[src/rtl/sdram_req_arbiter.sv]
// sdram_req_arbiter: shares the sdrc_core application port between the
// video read requester (bursts) and the FTDI/USB write requester (single
// words). Reads are favoured; a write that has waited WR_MAX_WAIT cycles
// may pre-empt reads unless the video FIFO is near empty.
// Optional feature macro: ARB_STATS_EN (grant/wait statistics counters).
module sdram_req_arbiter #(
  parameter logic [8:0]  RD_LEN      = 9'd8,
  parameter logic [8:0]  WR_LEN      = 9'd1,
  parameter int unsigned GUARD_CYC   = 2,
  parameter logic [7:0]  WR_MAX_WAIT = 8'd64
) (
  input  logic        mem_clk,
  input  logic        reset_n,
  input  logic        rd_req,
  input  logic [24:0] rd_addr,
  input  logic [1:0]  fifo_level,
  output logic        rd_ack,
  input  logic        wr_req,
  input  logic [24:0] wr_addr,
  input  logic [15:0] wr_data,
  output logic        wr_ack,
  output logic        wr_data_next,
  output logic        app_req,
  output logic [24:0] app_req_addr,
  output logic [8:0]  app_req_len,
  output logic        app_req_wr_n,
  output logic        app_req_dma_last,
  output logic [15:0] app_wr_data,
  input  logic        app_req_ack,
  input  logic        app_wr_next_req,
  input  logic        app_rd_valid,
  input  logic        app_last_rd,
  output logic        busy,
  output logic [15:0] rd_grant_cnt,
  output logic [15:0] wr_grant_cnt,
  output logic [7:0]  wr_wait_max
);

  typedef enum logic [2:0] {
    IDLE, RD_REQ, RD_DATA, GUARD, WR_REQ, WR_DATA
  } state_t;

  localparam logic [1:0] GUARD_LAST = 2'((GUARD_CYC == 0) ? 0 : GUARD_CYC - 1);

  state_t      state, state_nxt;
  logic [7:0]  wr_wait;
  logic [8:0]  wr_cnt;
  logic [1:0]  guard_cnt;
  logic        force_wr;
  logic        wr_done;
  logic        unused_ok;

  assign rd_ack           = app_req_ack & (state == RD_REQ);
  assign wr_ack           = app_req_ack & (state == WR_REQ);
  // A word strobe coincident with the write ack already counts toward WR_LEN.
  assign wr_data_next     = app_wr_next_req & ((state == WR_DATA) | wr_ack);
  assign wr_done          = wr_data_next & ((wr_cnt + 9'd1) == WR_LEN);
  assign force_wr         = wr_req & (wr_wait >= WR_MAX_WAIT) & (fifo_level >= 2'd1);
  assign busy             = (state != IDLE);
  assign app_req_dma_last = app_req_wr_n;
  assign app_wr_data      = wr_data;
  assign unused_ok        = &{1'b0, app_rd_valid};

  // State register
  always_ff @(posedge mem_clk or negedge reset_n) begin
    if (!reset_n) state <= IDLE;
    else          state <= state_nxt;
  end

  // Next-state decision: forced write, then read, then write
  always_comb begin
    state_nxt = state;
    unique case (state)
      IDLE: begin
        if (force_wr)    state_nxt = WR_REQ;
        else if (rd_req) state_nxt = RD_REQ;
        else if (wr_req) state_nxt = WR_REQ;
      end
      RD_REQ:  if (app_req_ack) state_nxt = RD_DATA;
      RD_DATA: if (app_last_rd) state_nxt = (GUARD_CYC == 0) ? IDLE : GUARD;
      GUARD:   if (guard_cnt == GUARD_LAST) state_nxt = IDLE;
      WR_REQ:  if (app_req_ack) state_nxt = wr_done ? IDLE : WR_DATA;
      WR_DATA: if (wr_done) state_nxt = IDLE;
      default: state_nxt = IDLE;
    endcase
  end

  // Request registers: loaded on the grant edge, held until ack
  always_ff @(posedge mem_clk or negedge reset_n) begin
    if (!reset_n) begin
      app_req      <= 1'b0;
      app_req_addr <= '0;
      app_req_len  <= '0;
      app_req_wr_n <= 1'b1;
    end else if (state == IDLE && state_nxt == RD_REQ) begin
      app_req      <= 1'b1;
      app_req_addr <= rd_addr;
      app_req_len  <= RD_LEN;
      app_req_wr_n <= 1'b1;
    end else if (state == IDLE && state_nxt == WR_REQ) begin
      app_req      <= 1'b1;
      app_req_addr <= wr_addr;
      app_req_len  <= WR_LEN;
      app_req_wr_n <= 1'b0;
    end else if (app_req_ack && (state == RD_REQ || state == WR_REQ)) begin
      app_req      <= 1'b0;
    end
  end

  // Guard-cycle and write-word counters
  always_ff @(posedge mem_clk or negedge reset_n) begin
    if (!reset_n) begin
      guard_cnt <= '0;
      wr_cnt    <= '0;
    end else begin
      guard_cnt <= (state == GUARD) ? guard_cnt + 2'd1 : '0;
      if (state == IDLE)     wr_cnt <= '0;
      else if (wr_data_next) wr_cnt <= wr_cnt + 9'd1;
    end
  end

  // Write wait counter: saturating, cleared on write ack
  always_ff @(posedge mem_clk or negedge reset_n) begin
    if (!reset_n)
      wr_wait <= '0;
    else if (wr_ack)
      wr_wait <= '0;
    else if (wr_req && state != WR_REQ && state != WR_DATA && wr_wait != '1)
      wr_wait <= wr_wait + 8'd1;
  end

`ifdef ARB_STATS_EN
  // Grant statistics and worst observed write wait
  always_ff @(posedge mem_clk or negedge reset_n) begin
    if (!reset_n) begin
      rd_grant_cnt <= '0;
      wr_grant_cnt <= '0;
      wr_wait_max  <= '0;
    end else begin
      if (rd_ack) rd_grant_cnt <= rd_grant_cnt + 16'd1;
      if (wr_ack) begin
        wr_grant_cnt <= wr_grant_cnt + 16'd1;
        if (wr_wait > wr_wait_max) wr_wait_max <= wr_wait;
      end
    end
  end
`else
  assign rd_grant_cnt = '0;
  assign wr_grant_cnt = '0;
  assign wr_wait_max  = '0;
`endif

endmodule
[config.mk]
export PLATFORM = sky130hd
export DESIGN_NAME = sdram_req_arbiter
export DESIGN_NICKNAME = d
export VERILOG_FILES = /design/src/rtl/sdram_req_arbiter.sv
export SDC_FILE = /design/constraint.sdc
export NUM_CORES = 1
export LEC_CHECK = 0
export BUFFER_PORTS_ARGS = -buffer_cell sky130_fd_sc_hd__buf_2
export CAP_MARGIN = 15
export CORE_MARGIN = 8
export CORE_UTILIZATION = 40
export DETAILED_ROUTE_END_ITERATION = 8
export GPL_ROUTABILITY_DRIVEN = 0
export PLACE_DENSITY = 0.71
export RECOVER_POWER = 100
export SLEW_MARGIN = 30
export SYNTH_ARGS = -nofsm -noshare
export SYNTH_HDL_FRONTEND = slang
export SYNTH_SLANG_ARGS = --single-unit
[constraint.sdc]
create_clock -name mem_clk -period 3.3 [get_ports mem_clk]
set_input_delay 0.33 -clock mem_clk [delete_from_list [all_inputs] [get_ports mem_clk]]
set_output_delay 0.33 -clock mem_clk [all_outputs]
set_load 0.05 [all_outputs]
==> results of run 1 <==
## layout make-up
cell class | instances | share of cell area (%)
Clock buffer | 6 | 2.460
Clock inverter | 2 | 1.155
Inverter | 9 | 1.006
Multi-Input combinational cell | 239 | 40.78
Sequential cell | 51 | 38.05
Tap cell | 102 | 3.802
Timing Repair Buffer | 94 | 12.75
## layer usage
metal / part of all wire (%) / global-route usage [%]
met5: 0 / 0
met2: 47 / 20.71
met1: 43 / 13.99
met4: 0.97 / 3.043
met3: 8.6 / 4.895
## worst max-delay path by stage
stage,from,to,slack (ns),cells after the start
global route,state[1]$_DFF_PN0_,wr_ack,0.45,3
CTS,state[1]$_DFF_PN0_,state[0]$_DFF_PN0_,0.98,6
detailed placement,state[1]$_DFF_PN0_,state[0]$_DFF_PN0_,1.00,6
floorplan,wr_cnt[0]$_DFFE_PN0P_,state[0]$_DFF_PN0_,1.24,7
finish,state[0]$_DFF_PN0_,app_req_len[3]$_DFFE_PN0P_,0.71,6
global placement,state[1]$_DFF_PN0_,state[0]$_DFF_PN0_,1.06,6
## placed cells by master (no fill, tap or decap), types with 2 or more instances in the layout
cell type / netlist / layout
nand2b_1: 2 / 2
inv_1: 9 / 9
a31oi_1: 2 / 2
nor2_1: 23 / 23
clkbuf_8: 1 / 6
a31o_2: 2 / 2
xnor2_1: 9 / 9
clkbuf_1: 6 / 34
dfrtp_1: 50 / 50
nand4_1: 2 / 2
nand3_1: 7 / 8
a21oi_1: 5 / 4
nand2_1: 37 / 38
and3_2: 2 / 2
ha_1: 4 / 4
xor2_1: 2 / 2
buf_2: 2 / 59
conb_1: 1 / 47
o21ai_0: 36 / 36
a21o_1: 2 / 2
and2_1: 2 / 2
nor3_1: 4 / 5
mux2i_1: 28 / 28
nor2b_1: 2 / 2
## where the power goes
part	internal (µW)	leakage [µW]	switching (µW)
Sequential	867	0.000647	167
Combinational	359	0.000829	1260
Clock	250	0.0000618	211
## per-stage QoR
| step | std cells | worst slack (ns) | hold slack (ns) | area, µm² | power, µW |
|---|---|---|---|---|---|
| final | 503 | 0.7135 | 0.2208 | 3357 | 3110 |
| after detailed placement | 495 | 1.002 | 0.4113 | 3301 | 2739 |
| after CTS | 503 | 0.9821 | 0.06805 | 3422 | 3209 |
| after floorplan | 376 | 1.244 | 0.03441 | 3244 | 2462 |
| after global routing | 503 | 0.4496 | 0.2317 | 3357 | 3309 |
| after global placement | 495 | 1.057 | 0.3955 | 3301 | 2697 |
## worst max-delay path, stage by stage, from the launching register on
cell and delay, ns:
dfrtp_1 0.47, nor3_1 0.50, inv_1 0.21, a21oi_4 0.15, clkbuf_2 0.69, inv_1 0.23
a21o_1 0.23
## state kept, by name, summed over array words and instances, names as in the netlist
register	cells
app_req_addr	25
app_req_len	2
app_req	1
app_req_dma_last	1
wr_cnt	9
guard_cnt	2
state	3
wr_wait	8
## logic make-up (layout without fill, tap and decap cells)
family / Yosys count / after routing / synth area share (%)
other: 1 / 47 / 0.1221
multiplexers: 28 / 28 / 9.124
AO/OA/AOI/OAI: 56 / 56 / 10.51
flip-flops: 51 / 51 / 41.59
buffers and inverters: 86 / 111 / 19.27
XOR/XNOR: 11 / 11 / 3.137
AND/OR/NAND/NOR: 93 / 93 / 14.62
adder cells (fa/ha/maj): 4 / 4 / 1.629
==> flow_summary_export.csv, run 1 <==
group,metric,value,unit
status,status,"finished, violations left",
status,violations,"capacitance limit, slew limit",
floorplan,core,7567,µm²
clock_network,cts_sinks,51,
clock_network,cts-resized-gates,0,
synth,ys_top_cells_by_area,"dfrtp_1, buf_4, mux2i_1",
clock_network,htree_num_levels,2,
floorplan,fp.dieArea,10740,µm²
routing,num_vias,2293,
worst_setup_path,timing.critical_path.from_type,"flop",
timing,finalCriticalPeriod,2.586,ns
run,drv_cap,1,
synth,synth_edf_count,0,
worst_setup_path,worst-endpoint-required,3.50,ns
worst_setup_path,cp_max_fo,27,
pwr,ir_drop,0.2943,mV
final_layout,regArea,1277,µm²
clock_network,cts_root_buf,"clkbuf_8",
timing,drv_slew,30,
clock_network,clk_pin_slew,0.10,ns
worst_setup_path,end_kind,"flop",
worst_setup_path,setup.reg_to_reg.worst_slack,0.71,ns
grt,grt_start_max_net_pins,56,
routing,final_antenna_net_count,0,
synth,synthArstFlopShare,100.0,%
worst_setup_path,regToRegEndpoint,"app_req_len[3]$_DFFE_PN0P_",
clock_network,hold_buffers,0,
timing,rsz0062_at_grt,"false",
worst_hold_path,min_to,"app_req_addr[5]$_DFFE_PN0P_",
grt,grt-ovfl-total,0,
timing,slew_headroom,-5.803,%
grt,grt_use_total,12.23,%
synth,yosys_warnings,0,
grt,grt_pass1_wl,11210,µm
floorplan,start_util,40.59,%
placement,numPortBuffers,92,
worst_setup_path,worstPathArrival,2.79,ns
synth,ys_seq_elements,51,
final_layout,multi_input_area,1369,µm²
routing,drt-total-wl,6727,µm
routing,avgRoutedWirePerCell,13.37,µm
routing,dr.first_iter.drc_count,72,
grt,grt_pass1_vias,2335,
synth,synth_seq_area_share,41.59,%
routing,vias_per_cell,4.559,
synth,synth.most_common_cell,"buf_4",
timing,setup_viol,0,
synth,yosys.area.top_type_share,40.73,%
timing,setup_tns,0,ns
pwr,cellPowerDensity,926.4,nW/µm²
clock_network,clock_path_buffers,2,
final_layout,drive_gt1_share,19.70,%
floorplan,die_w,103.6,µm
synth,syn_area_per_cell,9.308,µm²
synth,synthFlopType,"dfrtp_1",
synth,synth_cells,330,
final_layout,area_growth,9.287,%
final_layout,fin_util,44.36,%
worst_hold_path,hp-start,"rd_addr[5]",
timing,hold_viol,0,
final_layout,nFillCells,766,
synth,yosysTopAreaCell,"dfrtp_1",
timing,fmax,386.6,MHz
clock_network,cts_setup_buffers,0,
worst_setup_path,rr_worst_depth,6,
final_layout,layout.nets,480,
worst_setup_path,r2r-start,"state[0]$_DFF_PN0_",
worst_hold_path,hold_class,"input port to flop",
clock_network,numCtsBuffers,5,
synth,ys_types,48,
routing,drt_pass1_iterations,4,
floorplan,die_h,103.6,µm
timing,fin_crit_sh,78.38,%
synth,synth_common_cells,"buf_4, dfrtp_1, nand2_1",
placement,dp_hpwl,5204,µm
worst_setup_path,worstSetupPathType,"flop to flop",
pwr,leakagePower,0.001539,µW
timing,worst_slew_pin_slew,1.587,ns
synth,syn-cell-area,3072,µm²
clock_network,clk_latency,0.30,ns
clock_network,cts_tree,"yes",
floorplan,rows,32,
final_layout,antennaDiodeCount,0,
routing,route.detailed.drc,0,
floorplan,io_pins,173,
timing,clock_skew,0.01256,ns
worst_hold_path,hold_depth,3,
grt,antenna_found_initial,0,
Power figures use the tool's default switching activity.
==> run 2, diff against run 1 <==
- PLACE_DENSITY: 0.71 -> 0.73
- clock period: 3.3 -> 2.2 ns (I/O delays scaled with it)
==> run 2 against run 1 <==
  * The flow now finishes without violations
  * Sequential power rose by 51%
  * Cell count is 2.0% higher
  * Non-clock buffer count increased by 10
  * Power rose by 48%
  * Combinational power is 52% higher
  * Critical path depth shrank 1
  * Routed wire length grew 2.0%
  * Clock power increased by 21%
  * Critical endpoint is now state[0]$_DFF_PN0_
  * Highest routed layer unchanged
==> flow_summary_export.csv, run 2 (synthesized netlist as in run 1, its figures left out) <==
group,metric,value,unit
worst_setup_path,slowest_stage,"or4_1",
pwr,cellPowerDensity,1331,nW/µm²
routing,avgRoutedWirePerCell,13.37,µm
status,status,"finished clean",
timing,drv_slew,0,
final_layout,layout.nets,490,
floorplan,die_w,103.6,µm
worst_hold_path,hold_class,"input port to flop",
clock_network,cts_sinks,51,
routing,num_vias,2351,
placement,placed_cell_area,3406,µm²
worst_setup_path,cp_max_fo,4,
routing,dr.first_iter.drc_count,43,
timing,setup_tns,0,ns
final_layout,layout_commonest_cell,"buf_2",
clock_network,cts_setup_buffers,0,
grt,grt-ovfl-total,0,
placement,dp_cells,504,
timing,slew_headroom,16.28,%
final_layout,regMostFlops,"app_req_addr",
final_layout,largestRegisters,"app_req_addr: 25 flops, wr_cnt: 9 flops, wr_wait: 8 flops",
routing,vias_per_cell,4.583,
final_layout,fin_util,45.62,%
worst_setup_path,timing.critical_path.from_type,"flop",
worst_setup_path,worst-endpoint-required,2.39,ns
pwr,leakagePower,0.001584,µW
placement,dp_hpwl,5274,µm
worst_setup_path,end_kind,"flop",
worst_setup_path,cp.depth,5,
pwr,ir_drop,0.6443,mV
floorplan,start_util,40.59,%
worst_setup_path,worstSetupPathType,"flop to flop",
final_layout,area_growth,12.38,%
timing,rsz0062_at_grt,"false",
final_layout,instances_no_fill,513,
run,drv_cap,0,
worst_setup_path,r2r-start,"wr_cnt[1]$_DFFE_PN0P_",
floorplan,fp.dieArea,10740,µm²
timing,setup_viol,0,
grt,grt_pass1_wl,11770,µm
timing,clock_skew,0.01078,ns
clock_network,clk_latency,0.30,ns
routing,final_antenna_net_count,0,
routing,route.detailed.drc,0,
grt,antenna_found_initial,0,
worst_hold_path,hp-start,"rd_addr[5]",
timing,finalCriticalPeriod,2.100,ns
floorplan,core,7567,µm²
final_layout,final_cell_mix,"buf_2, dfrtp_1, conb_1, nand2_1, o21ai_0",
timing,hold_viol,0,
routing,drt-total-wl,6860,µm
clock_network,clock_path_buffers,2,
worst_setup_path,rr_worst_depth,5,
final_layout,largest_reg_flops,25,
final_layout,fin_area,3452,µm²
worst_hold_path,min_to,"app_req_addr[5]$_DFFE_PN0P_",
timing,fin_crit_sh,95.44,%
worst_setup_path,regToRegEndpoint,"state[0]$_DFF_PN0_",
floorplan,rows,32,
timing,worst_slew_pin_slew,1.256,ns
worst_setup_path,crit_family,"simple AND/OR/NAND/NOR gates",
timing,fmax,476.3,MHz
grt,grt_use_total,12.62,%
worst_setup_path,cp_cell_sequence,"nand2_2 > or3_2 > xnor2_1 > or4_1 > a311o_1",
worst_hold_path,hold_depth,3,
floorplan,die_h,103.6,µm
worst_setup_path,setup.reg_to_reg.worst_slack,0.10,ns
floorplan,io_pins,173,
grt,grt_pass1_vias,2454,
worst_setup_path,cp.buffers_inverters,0,
worst_setup_path,worstPathArrival,2.29,ns
final_layout,drive_gt1_share,22.87,%
clock_network,numCtsBuffers,5,
placement,numPortBuffers,92,
clock_network,cts_tree,"yes",
worst_setup_path,max_stage_delay,0.50,ns
clock_network,cts_root_buf,"clkbuf_8",
clock_network,clk_pin_slew,0.10,ns
grt,grt_start_max_net_pins,55,
final_layout,antennaDiodeCount,0,
clock_network,htree_num_levels,2,
final_layout,nFillCells,778,
routing,drt_pass1_iterations,4,
==> run 2: metal layers <==
| layer | wire length, µm | global-route usage (%) |
|---|---|---|
| met5 | 0 | 0 |
| met4 | 78 | 3.148 |
| met3 | 567 | 5.266 |
| met2 | 3257 | 20.94 |
| met1 | 2956 | 14.64 |
==> run 2: through the flow <==
| step | hold slack, ns | power, µW | setup WS [ns] |
|---|---|---|---|
| 2_1_floorplan | -0.07559 | 3694 | 0.1441 |
| 3_3_place_gp | 0.2294 | 4112 | 0.1041 |
| 3_5_place_dp | 0.2358 | 4179 | 0.02652 |
| 4_1_cts | 0.1075 | 4753 | 0.01849 |
| 5_1_grt | 0.1167 | 4923 | 0.02241 |
| 6_report | 0.1231 | 4596 | 0.1003 |
==> run 2: what timing repair did <==
item | 4_1_cts | 5_1_grt
setup endpoints to repair | 0 | 1
gates resized for setup | 0 | 3
endpoints found under the hold margin | 50 | 0
hold buffers | 1 | 0
==> run 2: where the power goes <==
| part | internal [µW] | switching (µW) |
|---|---|---|
| clock | 258 | 300 |
| combinational | 579 | 1900 |
| sequential | 1300 | 261 |
| total | 2140 | 2460 |
==> run 2: cell type report <==
cell class | count | area [µm²] | share of cell area [%]
clock buffer | 7 | 86.33 | 2.501
clock inverter | 1 | 8.758 | 0.2537
inverter | 9 | 33.78 | 0.9786
multi-input combinational | 239 | 1394 | 40.38
sequential | 51 | 1279 | 37.04
tap | 102 | 127.6 | 3.697
timing repair buffer | 104 | 523.0 | 15.15
==> run 2: worst min-delay path: cells and delay by family <==
kind / cells / cell delay (ns)
simple gates: 1 / 0.03
compound gates: 1 / 0.06
buf+inv: 1 / 0.07
==> run 2: how the worst max path moves through the flow <==
stage	startpoint	to	slack, ns
after floorplan	wr_cnt[0]$_DFFE_PN0P_	state[0]$_DFF_PN0_	0.14
after global placement	wr_cnt[0]$_DFFE_PN0P_	state[0]$_DFF_PN0_	0.10
after detailed placement	wr_cnt[0]$_DFFE_PN0P_	state[0]$_DFF_PN0_	0.03
after CTS	wr_cnt[0]$_DFFE_PN0P_	state[0]$_DFF_PN0_	0.02
after global routing	wr_cnt[1]$_DFFE_PN0P_	state[0]$_DFF_PN0_	0.02
final	wr_cnt[1]$_DFFE_PN0P_	state[0]$_DFF_PN0_	0.10
